<file path="src/rtl/lsu_mem_ctrl.sv">
// lsu_mem_ctrl: multicycle byte-addressed load/store initiator for a word-indexed data memory
`timescale 1ns/1ps
module lsu_mem_ctrl #(
  parameter int unsigned MEM_WORDS = 32
) (
  input  logic        clk,
  input  logic        rst,
  input  logic        req_valid,
  output logic        req_ready,
  input  logic        req_store,
  input  logic [2:0]  req_func3,
  input  logic [31:0] req_addr,
  input  logic [31:0] req_wdata,
  output logic        resp_valid,
  output logic [31:0] resp_rdata,
  output logic        resp_err,
  output logic [31:0] mem_addr,
  output logic [31:0] mem_wdata,
  input  logic [31:0] mem_rdata,
  output logic        mem_rd,
  output logic        mem_wr,
  output logic [2:0]  mem_func3
);
  typedef enum logic [2:0] {IDLE, LOAD, RMW_RD, WRITE, RESP} state_t;
  state_t      state_q, state_d;
  logic        store_q, store_d;
  logic [2:0]  func3_q, func3_d;
  logic [31:0] addr_q, addr_d;
  logic [31:0] wdata_q, wdata_d;
  logic [31:0] merged_q, merged_d;
  logic [31:0] rdata_q, rdata_d;
  logic        err_q, err_d;
  logic        misaligned, out_of_range, illegal, fault;
  logic [31:0] lane, load_ext, mask, merge_data, merged;
  assign misaligned   = (req_func3[1:0] == 2'b01 && req_addr[0]) ||
                        (req_func3[1:0] == 2'b10 && req_addr[1:0] != 2'b00);
  assign out_of_range = {2'b00, req_addr[31:2]} >= MEM_WORDS;
  assign illegal      = req_store ? (req_func3 > 3'b010) : (req_func3 == 3'b011 || req_func3[2:1] == 2'b11);
  assign fault        = misaligned || out_of_range || illegal;
  assign lane     = mem_rdata >> {addr_q[1:0], 3'b000};
  assign load_ext = func3_q == 3'b000 ? {{24{lane[7]}}, lane[7:0]} :
                    func3_q == 3'b001 ? {{16{lane[15]}}, lane[15:0]} :
                    func3_q == 3'b100 ? {24'h0, lane[7:0]} :
                    func3_q == 3'b101 ? {16'h0, lane[15:0]} : lane;
  assign mask       = func3_q[0] ? 32'h0000_FFFF << {addr_q[1], 4'b0000} : 32'h0000_00FF << {addr_q[1:0], 3'b000};
  assign merge_data = func3_q[0] ? {2{wdata_q[15:0]}} : {4{wdata_q[7:0]}};
  assign merged     = (mem_rdata & ~mask) | (merge_data & mask);
  assign req_ready  = state_q == IDLE;
  assign resp_valid = state_q == RESP;
  assign resp_err   = resp_valid && err_q;
  assign resp_rdata = rdata_q;
  assign mem_rd     = state_q == LOAD || state_q == RMW_RD;
  assign mem_wr     = state_q == WRITE;
  assign mem_addr   = {2'b00, addr_q[31:2]};
  assign mem_wdata  = mem_wr ? (func3_q[1] ? wdata_q : merged_q) : 32'h0;
  assign mem_func3  = 3'b010;
  // sequence one request; result data only changes on the transition into RESP
  always_comb begin
    state_d  = state_q;
    store_d  = store_q;
    func3_d  = func3_q;
    addr_d   = addr_q;
    wdata_d  = wdata_q;
    merged_d = merged_q;
    rdata_d  = rdata_q;
    err_d    = err_q;
    case (state_q)
      IDLE: if (req_valid) begin
        store_d = req_store;
        func3_d = req_func3;
        addr_d  = req_addr;
        wdata_d = req_wdata;
        err_d   = fault;
        rdata_d = fault ? 32'h0 : rdata_q;
        state_d = fault ? RESP : !req_store ? LOAD : req_func3 == 3'b010 ? WRITE : RMW_RD;
      end
      LOAD: begin
        rdata_d = load_ext;
        state_d = RESP;
      end
      RMW_RD: begin
        merged_d = merged;
        state_d  = WRITE;
      end
      WRITE: begin
        rdata_d = 32'h0;
        state_d = RESP;
      end
      default: state_d = IDLE;
    endcase
  end
  // state and captured request registers
  always_ff @(posedge clk) begin
    if (rst) begin
      state_q  <= IDLE;
      store_q  <= 1'b0;
      func3_q  <= 3'b000;
      addr_q   <= 32'h0;
      wdata_q  <= 32'h0;
      merged_q <= 32'h0;
      rdata_q  <= 32'h0;
      err_q    <= 1'b0;
    end else begin
      state_q  <= state_d;
      store_q  <= store_d;
      func3_q  <= func3_d;
      addr_q   <= addr_d;
      wdata_q  <= wdata_d;
      merged_q <= merged_d;
      rdata_q  <= rdata_d;
      err_q    <= err_d;
    end
  end
endmodule

</file>
<file path="config.mk">
export PLATFORM = sky130hd
export DESIGN_NAME = lsu_mem_ctrl
export DESIGN_NICKNAME = d
export VERILOG_FILES = /design/src/rtl/lsu_mem_ctrl.sv
export SDC_FILE = /design/constraint.sdc
export NUM_CORES = 1
export LEC_CHECK = 0
export ABC_CLOCK_PERIOD_IN_PS = 2300
export CAP_MARGIN = 25
export CORE_UTILIZATION = 47
export DETAILED_ROUTE_END_ITERATION = 6
export HOLD_SLACK_MARGIN = 0.08
export PLACE_DENSITY = 0.85
export REMOVE_ABC_BUFFERS = 1
export SYNTH_ARGS = -nofsm -noshare
export SYNTH_HDL_FRONTEND = slang
export SYNTH_SLANG_ARGS = --single-unit
</file>
<file path="constraint.sdc">
create_clock -name clk -period 2.3 [get_ports clk]
set_clock_uncertainty 0.05 [all_clocks]
set_input_delay 0.46 -clock clk [delete_from_list [all_inputs] [get_ports clk]]
set_output_delay 0.46 -clock clk [all_outputs]
set_load 0.005 [all_outputs]
</file>
* Word-level counts from Yosys, hierarchy flattened
Cells that the tools add are included.
** Cells by class
- Multiplexer cells :: 17
- Shift operators :: 3
- Equality and inequality tests :: 14
- Bitwise logic cells :: 4
- Reduce and logical (&&, ||, !) cells :: 15
- $lt $le $gt $ge :: 2
** Operators with widths (number)
- 2-to-1 mux 32 bit :: 10
- case mux 32 bit (3 select lines) :: 1
- AND 32 bit :: 2
- NOT 32 bit :: 1
- OR 32 bit :: 1
- << shifter 16 x 5 -> 32 bit (first input constant) :: 1
- << shifter 8 x 5 -> 32 bit (first input constant) :: 1
- >> shifter 32 x 5 -> 32 bit :: 1
- >= comparator 30 x 6 -> 1 bit (second input constant) :: 1
- equality test 3 x 2 -> 1 bit (second input constant) :: 4
- equality test 3 bit (second input constant) :: 3
- case mux 3 bit (3 select lines) :: 1
- equality test 3 x 1 -> 1 bit (second input constant) :: 2
- logical NOT 3 bit :: 2
- 2-to-1 mux 3 bit :: 2
- logical OR 1 bit :: 5
- equality test 2 bit (second input constant) :: 2
- > comparator 3 x 2 -> 1 bit (second input constant) :: 1
- logical AND 1 bit :: 3
- AND reduction 3 bit :: 1
- nonzero test 3 bit :: 1
- equality test 2 x 1 -> 1 bit (second input constant) :: 1
- 2-to-1 mux 1 bit :: 2
- 2-to-1 mux 2 bit :: 1
- other kinds (5) :: 5
** Word-level totals
- Output and inout port bits :: 104
- Logic and storage cells :: 62
- Bits of input ports :: 103
- Register bits after elaboration :: 135

* Depth between registers and ports, before layout
- Word-level depth :: 8
- Depth in mapped cells :: 8

* Least setup slack after synthesis
Ideal clock, no wire load.
- Path kind :: reg2reg
- Start point :: register addr_q[0]
- End point :: register rdata_q[8] (netlist: resp_rdata[8])
- Path buffers :: 1
- Cell stages (with the launch flop) :: 6
- Library setup time :: 117 ps
- Required time :: 2133 ps
- Path slack :: 429 ps
- Data arrival time :: 1704 ps
- Cell sequence :: dfxtp_1 -> buf_6 -> mux4_2 -> o41ai_4 -> a21oi_4 -> a22o_1
** On the way
- Word-level cells in the longest chain between the ends :: 6
** RTL lines
- from (decl) :: line 28 : logic [31:0] addr_q, addr_d;
- from (signal assigned) :: line 107 : addr_q <= addr_d;
- >> shifter 32 x 5 -> 32 bit * :: line 40 : assign lane = mem_rdata >> {addr_q[1:0], 3'b000};
- 2-to-1 mux 32 bit :: line 44 : func3_q == 3'b101 ? {16'h0, lane[15:0]} : lane;
- 2-to-1 mux 32 bit :: line 43 : func3_q == 3'b100 ? {24'h0, lane[7:0]} :
- 2-to-1 mux 32 bit :: line 42 : func3_q == 3'b001 ? {{16{lane[15]}}, lane[15:0]} :
- 2-to-1 mux 32 bit * :: line 41 : assign load_ext = func3_q == 3'b000 ? {{24{lane[7]}}, lane[7:0]} :
- case mux 32 bit (3 select lines) * :: line 67 : case (state_q)
- to (signal assigned) :: line 110 : rdata_q <= rdata_d;
- to (decl) :: line 31 : logic [31:0] rdata_q, rdata_d;
Mark *: on every way between the ends. The rest lies on a longest branch, timed or not.
A chain may end at the register's enable or synchronous reset.

* Final worst setup path
- Start point :: register state_q[2]
- End point :: output mem_wdata[0]
** On the way
- Word-level cells in the longest chain between the ends :: 2
** RTL lines
- from (decl) :: line 25 : state_t state_q, state_d;
- from (signal assigned) :: line 104 : state_q <= state_d;
- equality test 3 x 2 -> 1 bit :: line 53 : assign mem_wr = state_q == WRITE;
- 2-to-1 mux 32 bit :: line 55 : assign mem_wdata = mem_wr ? (func3_q[1] ? wdata_q : merged_q) : 32'h0;
- to (decl) :: line 18 : output logic [31:0] mem_wdata,
No other way between the ends.

==> key figures <==
Route
  • 1st-pass router iterations: 7
  • Vias per cell: 5.58
  • Antenna-violating nets left: 0
  • DRT iter0 DRCs: 457
  • Total via count in the routed design: 6309
  • Detailed-route wire length per cell: 17.7 µm
  • Overall routed net length: 20000 µm
  • Post-detailed-route DRC marker count: 0

Global route
  • Busiest layer in global routing: met2
  • Vias in the first global route: 6175
  • Met2 capacity usage during global routing: 47.1%
  • First-pass GRT wire length: 31700 µm
  • Overflow left after global routing: 0
  • All-layer global routing usage: 28.7%
  • Number of antenna violations at the first check in global routing: 0
  • GR Util met3: 5.41%
  • Routing usage on met1: 35.8%
  • Largest net degree at the start of global routing: 93

Timing
  • RSZ-0062 raised after global routing: false
  • Hold slack: 326 ps
  • Fin. max-slew vios: 0
  • Final period util: 97.3%
  • Final worst slack: 62.7 ps
  • Final Hold Violating Endpoints: 0
  • Final setup violation count: 0
  • Transition time at the pin with the least slew margin: 663 ps
  • Post-Route Setup TNS: 0 ps
  • Minimum clock period: 2240 ps
  • Tightest slew margin relative to the limit: 55.7%
  • Achievable frequency: 447 MHz

Synth
  • Share of synthesized area occupied by flip-flops and latches: 42.0%
  • Area share of the leading cell type in the synthesized netlist: 42.0%
  • YS warnings: 0
  • Post-synthesis sequential element count: 135
  • Synth Cell Area: 0.00643 mm²
  • Most instantiated flip-flop cell in the synthesis netlist: sky130_fd_sc_hd__dfxtp_1
  • Post-synthesis cell type with the largest combined area: sky130_fd_sc_hd__dfxtp_1
  • Distinct cell type count of the synthesized netlist: 45
  • Number of enable-type register cells in the synthesized netlist: 0
  • Cells taking the most area after synthesis: sky130_fd_sc_hd__dfxtp_1, sky130_fd_sc_hd__mux2i_1, sky130_fd_sc_hd__nand2_1
  • Average cell area after synthesis: 8.27 µm²
  • Fraction of synthesis flops using an asynchronous set or reset pin: 0%
  • Post-synthesis instance total: 777

CTS
  • Clock buffers created by TritonCTS: 17
  • CTS tree: done
  • CTS Sinks: 135
  • Maximum level of the CTS H-tree: 4
  • Hold Buf Count CTS: 0
  • Buffer cell driving the clock tree root: sky130_fd_sc_hd__clkbuf_16
  • Maximum buffer depth of the clock tree: 2
  • Clock network latency to the later pin of the worst-skew pair: 420 ps
  • Clk slew on worst S/H paths: 60 ps

Cells and area
  • Fill cell instance count of the final layout: 1014
  • Cell Count, Final, Fillers Out: 1131
  • Fraction of final layout cells with drive strength greater than 1: 9.95%
  • Total Nets Final: 1049
  • Synth-to-layout area growth: 41.8%
  • Number of antenna cells inserted: 0
  • Commonest non-fill, non-tap cells in the layout: sky130_fd_sc_hd__nand2_1, sky130_fd_sc_hd__clkdlybuf4s50_1, sky130_fd_sc_hd__dfxtp_1
  • Most common cell after layout, fill and taps aside: sky130_fd_sc_hd__nand2_1

Floorplan
  • I/O pin count: 207
  • Number of standard-cell rows in the floorplan: 42
  • Die outline area: 0.0141 mm²
  • Vertical die dimension: 119 µm
  • Core footprint: 0.0133 mm²
  • Initial core utilization: 48.3%
  • Floorplan die width: 119 µm

Power
  • Maximum VDD drop: 0.476 mV
  • Power Dens Cells: 637 mW/mm²
  • Static leakage power: 0.00347 µW

Place
  • Final GP Congestion: 0.831
  • Worst-case setup slack after placement: -362 ps
  • Hpwl dp: 13700 µm
  • Count of port buffers added during placement: 201
  • Placed Cells incl. Taps: 1097

Setup path
  • Highest cell delay on the worst timing path: 360 ps
  • Cell family with most CP delay: buffers and inverters
  • Endpoint required time on the critical path: 1790 ps
  • Slowest cell on crit path: sky130_fd_sc_hd__dfxtp_4
  • Crit path top cell by count: sky130_fd_sc_hd__buf_4
  • Ordered cell list for the critical path: nand3b_1, buf_4, buf_4, buf_16, nor2_1, dlygate4sd2_1
  • Element type at the critical path end: output port
  • Arrival time reported for the critical path endpoint: 1730 ps
  • Start-to-end type of the worst setup path: flop to output port
  • Critical path fanouts, max: 9
  • Crit path buf inv count: 4
  • Critical path startpoint category: flop

Job
  • Max-cap violations: 0

Status
  • Result of the run: finished, final reports clean

Hold path
  • Hold WC Path Type: primary input to flop
-- report_power, final --
| group | internal (µW) | switching [µW] | total [µW] | leakage, µW |
|---|---|---|---|---|
| Combinational | 426 | 421 | 846 | 0.00211 |
| Sequential | 2420 | 57.7 | 2470 | 0.00110 |
| Clock | 1540 | 945 | 2480 | 0.000264 |
-- final cells by class --
class	instances	area [µm²]	area share (%)
multi-input cells	547	3220	35.3
flip-flops and latches	135	2710	29.8
repair buffers	241	2410	26.5
clock buffers	23	478	5.25
well taps	176	220	2.42
clock inverters	5	50.0	0.549
inverters	4	15.0	0.165
-- stage by stage --
stage	area, µm²	util, %	power (µW)
2_1_floorplan	5910	-	2860
3_3_place_gp	8490	63.9	3330
3_5_place_dp	8490	63.9	3340
4_1_cts	9070	68.2	5800
5_1_grt	9110	68.5	6010
6_report	9110	68.5	5800
-- registers in the layout, indices dropped and copies added (netlist names) --
name / count
resp_rdata: 32
merged_q: 32
err_q: 1
wdata_q: 32
func3_q: 3
addr_q: 32
state_q: 3
-- worst register-to-register path, delay by kind of cell, from the launching register on --
kind                   cells  cell delay, ps
AO/OA/AOI/OAI              1             150
buffers and inverters      3             560
flip-flops                 1             360
AND/OR/NAND/NOR            3             650
-- Yosys cell counts, types with 10 or more instances --
cell and number:
sky130_fd_sc_hd__o211ai_1 16, sky130_fd_sc_hd__buf_2 19, sky130_fd_sc_hd__a21oi_1 110, sky130_fd_sc_hd__a211oi_1 18
sky130_fd_sc_hd__mux2i_1 70, sky130_fd_sc_hd__o2bb2ai_1 16, sky130_fd_sc_hd__nor2_1 57, sky130_fd_sc_hd__nand2_1 183
sky130_fd_sc_hd__o21ai_0 10, sky130_fd_sc_hd__clkbuf_1 35, sky130_fd_sc_hd__dfxtp_1 135, sky130_fd_sc_hd__buf_4 37
-- cells by family after synthesis --
logic type                Yosys count  share of synthesized area, %
muxes                              80                          12.8
AOI/OAI and AO/OA                 194                          19.3
and+or+nand+nor                   267                          17.1
DFF                               135                          42.0
xor gates and xnor gates            1                         0.136
buffers and inverters              98                          8.49
other                               2                         0.117
-- worst paths after layout --
path	start	to	slack, ps	cells after the start
hold reg to reg	addr_q[14]$_SDFFE_PP0P_	addr_q[14]$_SDFFE_PP0P_	400	2
setup / recovery	state_q[2]$_SDFFE_PP0P_	mem_wdata[0]	60	6
setup reg to reg	state_q[2]$_SDFFE_PP0P_	func3_q[0]$_SDFFE_PP0P_	440	7
hold / removal	rst	wdata_q[3]$_SDFFE_PP0P_	330	2
-- layer usage --
metal	up-vias	wire length (µm)
li1	2996	-
met1	2962	8400
met2	294	9570
met3	57	1360
met4	0	717
met5	-	0
-- timing repair --
item / 4_1_cts / 5_1_grt
resized for setup: 48 / 6
setup endpoints to repair: 34 / 2
setup buffers: 2 / 2
pin swaps: 0 / 0
gates cloned: 1 / 0
No activity file was read; power rests on OpenSTA's default activity.
